[src/rtl/z80_bus_pkg.sv]
`default_nettype none
// +--------------------------------------------------------------------------+
// | z80_bus_pkg                                                              |
// | Shared Z80 I/O bus constants, defaults and sequencer state encoding.     |
// | Rev 1.0                                                                  |
// +--------------------------------------------------------------------------+
package z80_bus_pkg;

    localparam logic [7:0] c_PORT_ADDR_LO = 8'h40;
    localparam logic [7:0] c_PORT_ADDR_HI = 8'h41;
    localparam logic [7:0] c_PORT_VALUE   = 8'h42;

    localparam int c_DEF_CLK_DIV    = 4;
    localparam int c_DEF_TW_STATES  = 1;
    localparam int c_DEF_FIFO_DEPTH = 4;

    typedef enum logic [2:0] {
        ST_IDLE = 3'd0,
        ST_T1   = 3'd1,
        ST_T2   = 3'd2,
        ST_TW   = 3'd3,
        ST_T3   = 3'd4,
        ST_HOLD = 3'd5
    } bus_state_t;

endpackage
`default_nettype wire

[src/rtl/z80_cmd_fifo.sv]
`default_nettype none
// +--------------------------------------------------------------------------+
// | z80_cmd_fifo                                                             |
// | Command FIFO, first-word fall-through; full/empty from occupancy count.  |
// | Rev 1.0                                                                  |
// +--------------------------------------------------------------------------+
module z80_cmd_fifo #(
    parameter int WIDTH = 16,
    parameter int DEPTH = 4
) (
    input  logic             clk25,
    input  logic             rst_n,
    input  logic             push,
    input  logic [WIDTH-1:0] push_data,
    input  logic             pop,
    output logic [WIDTH-1:0] pop_data,
    output logic             full,
    output logic             empty
);

    localparam int c_PTR_W = (DEPTH > 1) ? $clog2(DEPTH) : 1;
    localparam int c_CNT_W = $clog2(DEPTH) + 1;

    logic [WIDTH-1:0]   r_mem [DEPTH];
    logic [c_PTR_W-1:0] r_wr_ptr;
    logic [c_PTR_W-1:0] r_rd_ptr;
    logic [c_CNT_W-1:0] r_count;
    logic               w_push;
    logic               w_pop;

    // Requests are qualified here so a push while full can never corrupt an entry.
    assign full     = (r_count == c_CNT_W'(DEPTH));
    assign empty    = (r_count == '0);
    assign w_push   = push && !full;
    assign w_pop    = pop && !empty;
    assign pop_data = r_mem[r_rd_ptr];

    always_ff @(posedge clk25) begin
        if (rst_n && w_push) begin
            r_mem[r_wr_ptr] <= push_data;
        end
    end

    always_ff @(posedge clk25) begin
        if (!rst_n) begin
            r_wr_ptr <= '0;
            r_rd_ptr <= '0;
            r_count  <= '0;
        end else begin
            if (w_push) begin
                r_wr_ptr <= r_wr_ptr + c_PTR_W'(1);
            end
            if (w_pop) begin
                r_rd_ptr <= r_rd_ptr + c_PTR_W'(1);
            end
            case ({w_push, w_pop})
                2'b10:   r_count <= r_count + c_CNT_W'(1);
                2'b01:   r_count <= r_count - c_CNT_W'(1);
                default: r_count <= r_count;
            endcase
        end
    end

endmodule
`default_nettype wire

[src/rtl/z80_io_master.sv]
`default_nettype none
// +--------------------------------------------------------------------------+
// | z80_io_master                                                            |
// | Queued Z80 I/O write master: clock divider plus T1/T2/TW/T3 sequencer.   |
// | Rev 1.0                                                                  |
// +--------------------------------------------------------------------------+
module z80_io_master
    import z80_bus_pkg::*;
#(
    parameter int CLK_DIV    = c_DEF_CLK_DIV,
    parameter int TW_STATES  = c_DEF_TW_STATES,
    parameter int FIFO_DEPTH = c_DEF_FIFO_DEPTH
) (
    input  logic       clk25,
    input  logic       rst_n,
    input  logic       cmd_valid,
    output logic       cmd_ready,
    input  logic [7:0] cmd_port,
    input  logic [7:0] cmd_data,
    output logic       z80_clk,
    output logic [7:0] a,
    output logic [7:0] d,
    output logic       d_oe,
    output logic       iorq_n,
    output logic       wr_n,
    output logic       rd_n,
    output logic       mreq_n,
    output logic       busy,
    output logic       done
);

    localparam int c_DIV_W = (CLK_DIV > 1) ? $clog2(CLK_DIV) : 1;
    localparam int c_TW_W  = (TW_STATES > 1) ? $clog2(TW_STATES) : 1;
    localparam logic [c_DIV_W-1:0] c_DIV_LAST = c_DIV_W'(CLK_DIV - 1);
    localparam logic [c_TW_W-1:0]  c_TW_LAST  = c_TW_W'((TW_STATES > 0) ? TW_STATES - 1 : 0);

    logic [c_DIV_W-1:0] r_div_cnt;
    logic               r_z80_clk;
    logic               w_tick;
    logic               w_rise_tick;
    logic               w_fall_tick;

    bus_state_t         r_state;
    bus_state_t         w_state;
    logic [7:0]         r_a;
    logic [7:0]         w_a;
    logic [7:0]         r_d;
    logic [7:0]         w_d;
    logic               r_d_oe;
    logic               w_d_oe;
    logic               r_strobe;
    logic               w_strobe;
    logic               r_done;
    logic               w_done;
    logic [c_TW_W-1:0]  r_tw_cnt;
    logic [c_TW_W-1:0]  w_tw_cnt;

    logic               w_pop;
    logic [15:0]        w_fifo_dout;
    logic               w_fifo_full;
    logic               w_fifo_empty;

    z80_cmd_fifo #(
        .WIDTH (16),
        .DEPTH (FIFO_DEPTH)
    ) u_fifo (
        .clk25     (clk25),
        .rst_n     (rst_n),
        .push      (cmd_valid),
        .push_data ({cmd_port, cmd_data}),
        .pop       (w_pop),
        .pop_data  (w_fifo_dout),
        .full      (w_fifo_full),
        .empty     (w_fifo_empty)
    );

    assign w_tick      = (r_div_cnt == c_DIV_LAST);
    assign w_rise_tick = w_tick && !r_z80_clk;
    assign w_fall_tick = w_tick && r_z80_clk;

    always_ff @(posedge clk25) begin
        if (!rst_n) begin
            r_div_cnt <= '0;
            r_z80_clk <= 1'b0;
        end else if (w_tick) begin
            r_div_cnt <= '0;
            r_z80_clk <= ~r_z80_clk;
        end else begin
            r_div_cnt <= r_div_cnt + c_DIV_W'(1);
        end
    end

    always_comb begin
        w_state  = r_state;
        w_a      = r_a;
        w_d      = r_d;
        w_d_oe   = r_d_oe;
        w_strobe = r_strobe;
        w_done   = 1'b0;
        w_tw_cnt = r_tw_cnt;
        w_pop    = 1'b0;
        case (r_state)
            ST_IDLE: begin
                if (w_rise_tick && !w_fifo_empty) begin
                    w_pop   = 1'b1;
                    w_a     = w_fifo_dout[15:8];
                    w_d     = w_fifo_dout[7:0];
                    w_d_oe  = 1'b1;
                    w_state = ST_T1;
                end
            end
            ST_T1: begin
                if (w_rise_tick) begin
                    w_strobe = 1'b1;
                    w_state  = ST_T2;
                end
            end
            ST_T2: begin
                if (w_rise_tick) begin
                    w_tw_cnt = '0;
                    w_state  = (TW_STATES == 0) ? ST_T3 : ST_TW;
                end
            end
            ST_TW: begin
                if (w_rise_tick) begin
                    if (r_tw_cnt == c_TW_LAST) begin
                        w_state = ST_T3;
                    end else begin
                        w_tw_cnt = r_tw_cnt + c_TW_W'(1);
                    end
                end
            end
            ST_T3: begin
                if (w_fall_tick) begin
                    w_strobe = 1'b0;
                    w_done   = 1'b1;
                    w_state  = ST_HOLD;
                end
            end
            ST_HOLD: begin
                // Back-to-back writes keep the data bus driven across the seam.
                if (w_rise_tick) begin
                    if (!w_fifo_empty) begin
                        w_pop   = 1'b1;
                        w_a     = w_fifo_dout[15:8];
                        w_d     = w_fifo_dout[7:0];
                        w_state = ST_T1;
                    end else begin
                        w_d_oe  = 1'b0;
                        w_state = ST_IDLE;
                    end
                end
            end
            default: begin
                w_state = ST_IDLE;
            end
        endcase
    end

    always_ff @(posedge clk25) begin
        if (!rst_n) begin
            r_state  <= ST_IDLE;
            r_a      <= '0;
            r_d      <= '0;
            r_d_oe   <= 1'b0;
            r_strobe <= 1'b0;
            r_done   <= 1'b0;
            r_tw_cnt <= '0;
        end else begin
            r_state  <= w_state;
            r_a      <= w_a;
            r_d      <= w_d;
            r_d_oe   <= w_d_oe;
            r_strobe <= w_strobe;
            r_done   <= w_done;
            r_tw_cnt <= w_tw_cnt;
        end
    end

    // One register drives both strobes so they can never disagree.
    assign iorq_n    = ~r_strobe;
    assign wr_n      = ~r_strobe;
    assign rd_n      = 1'b1;
    assign mreq_n    = 1'b1;
    assign z80_clk   = r_z80_clk;
    assign a         = r_a;
    assign d         = r_d;
    assign d_oe      = r_d_oe;
    assign done      = r_done;
    assign cmd_ready = ~w_fifo_full;
    assign busy      = (r_state != ST_IDLE) || !w_fifo_empty;

endmodule
`default_nettype wire

[config.mk]
export PLATFORM = sky130hd
export DESIGN_NAME = z80_io_master
export DESIGN_NICKNAME = d
export VERILOG_FILES = /design/src/rtl/z80_bus_pkg.sv /design/src/rtl/z80_cmd_fifo.sv /design/src/rtl/z80_io_master.sv
export SDC_FILE = /design/constraint.sdc
export NUM_CORES = 1
export LEC_CHECK = 0
export ABC_CLOCK_PERIOD_IN_PS = 2400
export BUFFER_PORTS_ARGS = -buffer_cell sky130_fd_sc_hd__clkbuf_2
export CELL_PAD_IN_SITES_DETAIL_PLACEMENT = 1
export CELL_PAD_IN_SITES_GLOBAL_PLACEMENT = 2
export CORE_ASPECT_RATIO = 0.7
export CORE_UTILIZATION = 35
export CTS_CLUSTER_SIZE = 20
export DETAILED_ROUTE_END_ITERATION = 10
export PLACE_DENSITY = 0.7
export SLEW_MARGIN = 20
export SYNTH_ARGS = -nofsm -noshare
export SYNTH_HDL_FRONTEND = slang
export SYNTH_SLANG_ARGS = --single-unit
[constraint.sdc]
create_clock -name clk25 -period 2.4 [get_ports clk25]
set_input_delay 0.36 -clock clk25 [delete_from_list [all_inputs] [get_ports clk25]]
set_output_delay 0.36 -clock clk25 [all_outputs]
set_load 0.005 [all_outputs]
==> results.json <==
{
  "cellLeakagePower_nw": 1.58,
  "drt_drc_violations_left": 0,
  "layout_commonest_cell": "sky130_fd_sc_hd__edfxtp_1",
  "post_synth_inst_count": 245,
  "grt_setup_unrepaired": "no",
  "grt_pass1_wl_mm": 11.6,
  "ctsHoldBuffers": 0,
  "synth_cell_type_count": 41,
  "tritoncts": "built",
  "critical_path.startpoint_type": "flip-flop",
  "die_area_um2": 11600,
  "initial_utilization": 0.368,
  "crit_path_max_incr_delay_ns": 0.41,
  "post_cts.repair.setup_buffers": 0,
  "async_reset_ff_frac": 0,
  "synth.top_cells.by_area": "sky130_fd_sc_hd__edfxtp_1, sky130_fd_sc_hd__dfxtp_1, sky130_fd_sc_hd__mux4_2",
  "die_height_um": 90.5,
  "outcome": "finished clean",
  "track_usage": 0.137,
  "routabilityCongestion": 0.703,
  "floorplan.die.width_um": 128,
  "worst_setup_path_endpoint": "u_fifo.r_count[2]$_SDFFE_PN0P_",
  "antenna_cells_inserted": 0,
  "post_route_cells_drive_above_1_share": 0.306,
  "max_clock_freq_mhz": 445,
  "clk_transition_reported_paths_ns": 0.07,
  "netSwitchingPower_mw": 0.756,
  "final.setup.tns_ns": 0,
  "worstSetupStartpoint": "u_fifo.r_count[0]$_SDFFE_PN0P_",
  "hp-class": "in -> reg",
  "cts_htree_levels": 3,
  "regToRegEndpoint": "u_fifo.r_count[2]$_SDFFE_PN0P_",
  "power.share.sequential": 0.529,
  "synthesis.area_um2": 3920,
  "synth_largest_type_area_fraction": 0.491,
  "areaGrowthSynthToFinish_pct": 17.0,
  "timing_max_transition_violations_final": 0,
  "drt.antenna.violating_nets": 0,
  "finalHoldViolCount": 0,
  "port_buffers": 41,
  "detailedRoute.firstIterationViolations": 91,
  "grt_start_max_net_pins": 34,
  "tritoncts_buffers": 9,
  "netlist.top_cell.by_area": "sky130_fd_sc_hd__edfxtp_1",
  "worst_ir_drop_vdd_mv": 0.367,
  "postSynthAreaPerCell_um2": 16.0,
  "rows": 31,
  "drt_wl_total_mm": 7.14,
  "pin_count": 44,
  "finalWorstPathRequiredPeriod_ns": 2.25,
  "power.share.clock": 0.408,
  "num-nets-final": 318,
  "place_hpwl_mm": 4.73,
  "timing.reg2reg.setup_slack_ns": 0.15,
  "yosysWarningCount": 0,
  "max_cap_viol_count": 0,
  "timing.clock.skew_ns": 0.00664,
  "arr_time_crit_path_ns": 2.52,
  "placed_cells": 429,
  "crit_required_ns": 2.67,
  "wl_per_cell_um": 16.0,
  "final.period_utilization": 0.937,
  "crit_path_max_fanout": 7,
  "critical-path-slowest-cell": "sky130_fd_sc_hd__or3b_1",
  "synth-main-ff-cell": "sky130_fd_sc_hd__edfxtp_1",
  "setup.worst_path.end_class": "flip-flop",
  "synth.yosys.seq_area_share": 0.665,
  "finish.cell_count_without_fillers": 445,
  "setup_viol_count_final": 0,
  "power.combinational.fraction": 0.063,
  "synth_enable_flop_cells": 64,
  "insertion_delay_ns": 0.34,
  "netSwitchingFraction": 0.213,
  "series_of_cell_instances_along_the_critical_path": "or3b_1 > and2_4 > inv_2 > ha_4 > inv_1 > fa_1 > xor2_1 > or3_1 > a21boi_1",
  "ys_seq_elements": 98,
  "regToRegStartpoint": "u_fifo.r_count[0]$_SDFFE_PN0P_",
  "cts.path.max_buffers": 2,
  "setup.worst_path.class": "reg -> reg",
  "floorplan.core_area_um2": 10600,
  "worst_hold_path_cell_count": 1,
  "grt-ovfl-total": 0,
  "vias_per_cell": 4.64,
  "first_global_vias": 2158,
  "most-common-layout-cells": "sky130_fd_sc_hd__edfxtp_1, sky130_fd_sc_hd__clkbuf_2, sky130_fd_sc_hd__dfxtp_1",
  "clock_sink_count": 98,
  "clk_root_buffer_cell": "sky130_fd_sc_hd__clkbuf_16",
  "reg2regPathDepth": 9,
  "initial_antenna_violation_count": 0,
  "detail_route.first_pass.iterations": 4,
  "intPower_mw": 2.80,
  "vias": 2064,
  "power_density_cells_nw_per_um2": 775
}
[metrics by stage]
stage / instance area, um^2 / hold slack, ns / power, mW / setup WS [ns] / util
after floorplan: 3940 / 0.408 / 2.06 / 0.0154 / -
after global placement: 4280 / 0.415 / 2.14 / 0.145 / 0.403
after detailed placement: 4280 / 0.430 / 2.15 / 0.0644 / 0.403
after CTS: 4580 / 0.224 / 3.60 / 0.0466 / 0.431
after global routing: 4580 / 0.233 / 3.68 / 0.0265 / 0.431
final: 4580 / 0.237 / 3.55 / 0.152 / 0.431
[worst min path at each step]
stage | start | endpoint | slack (ns)
detailed placement | r_div_cnt[0]$_SDFF_PP0_ | r_div_cnt[0]$_SDFF_PP0_ | 0.43
CTS | cmd_port[6] | u_fifo.r_mem[2][14]$_DFFE_PP_ | 0.22
finish | cmd_port[6] | u_fifo.r_mem[2][14]$_DFFE_PP_ | 0.24
global placement | r_div_cnt[0]$_SDFF_PP0_ | r_div_cnt[0]$_SDFF_PP0_ | 0.42
global route | cmd_port[2] | u_fifo.r_mem[1][10]$_DFFE_PP_ | 0.23
floorplan | r_div_cnt[0]$_SDFF_PP0_ | r_div_cnt[0]$_SDFF_PP0_ | 0.41
[layer usage]
metal	up-vias	part of all wire	GRT usage
li1	983	-	-
met5	-	0	0
met2	44	0.46	0.205
met3	8	0.047	0.0468
met4	0	0.012	0.0500
met1	1029	0.48	0.183
[repair_timing]
| item | CTS | global route |
|---|---|---|
| endpoints found under the setup margin | 0 | 1 |
| gates resized for setup | 0 | 3 |
| hold endpoints to repair | 0 | 0 |
[power groups by stage]
stage	logic [mW]	registers [mW]	clock network (mW)
floorplan	0.154	1.91	0
global route	0.249	1.89	1.55
CTS	0.228	1.88	1.49
detailed placement	0.228	1.92	0
finish	0.223	1.88	1.45
global placement	0.223	1.91	0
[worst max-delay path, delay by kind of cell, from the launching register on]
family                   cells  cell delay, ns
flip-flops                   1            0.35
AO/OA/AOI/OAI                1            0.14
adder cells (fa/ha/maj)      2            0.49
AND/OR/NAND/NOR              3            0.91
XOR/XNOR                     1            0.16
buffers and inverters        2            0.11
[logic make-up after synthesis]
group           count (synthesis)  share of synthesized area
mux                            34                      0.138
other cells                     1                   0.000958
simple gates                   59                     0.0946
fa+ha+maj                       7                     0.0243
buf+inv                        26                     0.0415
flops                          98                      0.665
compound gates                 14                     0.0208
xor+xnor                        6                     0.0153
[state kept, by name, indices dropped and copies added (netlist names), named ones only]
register	flops
u_fifo.r_wr_ptr	2
r_state	3
z80_clk	1
u_fifo.r_mem	64
r_div_cnt	2
d	8
d_oe	1
u_fifo.r_rd_ptr	2
a	8
done	1
r_strobe	1
u_fifo.r_count	3
[synthesized netlist by cell type (2+ instances only)]
| cell | count |
|---|---|
| sky130_fd_sc_hd__a21boi_0 | 2 |
| sky130_fd_sc_hd__a21oi_1 | 2 |
| sky130_fd_sc_hd__and2_1 | 8 |
| sky130_fd_sc_hd__and3_1 | 4 |
| sky130_fd_sc_hd__and3b_1 | 2 |
| sky130_fd_sc_hd__buf_2 | 3 |
| sky130_fd_sc_hd__buf_4 | 6 |
| sky130_fd_sc_hd__buf_6 | 3 |
| sky130_fd_sc_hd__clkbuf_1 | 4 |
| sky130_fd_sc_hd__dfxtp_1 | 34 |
| sky130_fd_sc_hd__edfxtp_1 | 64 |
| sky130_fd_sc_hd__ha_1 | 6 |
| sky130_fd_sc_hd__inv_1 | 7 |
| sky130_fd_sc_hd__mux2i_1 | 18 |
| sky130_fd_sc_hd__mux4_2 | 16 |
| sky130_fd_sc_hd__nand2_1 | 11 |
| sky130_fd_sc_hd__nand2b_1 | 3 |
| sky130_fd_sc_hd__nand3b_1 | 2 |
| sky130_fd_sc_hd__nor2_1 | 3 |
| sky130_fd_sc_hd__nor2b_1 | 16 |
| sky130_fd_sc_hd__nor3b_1 | 2 |
| sky130_fd_sc_hd__o21ai_0 | 6 |
| sky130_fd_sc_hd__o22ai_1 | 2 |
| sky130_fd_sc_hd__xnor2_1 | 3 |
| sky130_fd_sc_hd__xor2_1 | 2 |
[final cells by class]
type                            instances  area (um^2)
Clock buffer                           12          246
Tap cell                              148          185
Clock inverter                          4         50.0
Inverter                                8         30.0
Fill cell                            1093         6040
Timing Repair Buffer                   53          295
Sequential cell                        98         2600
Multi-Input combinational cell        122         1170
No activity file was read; power rests on OpenSTA's default activity.
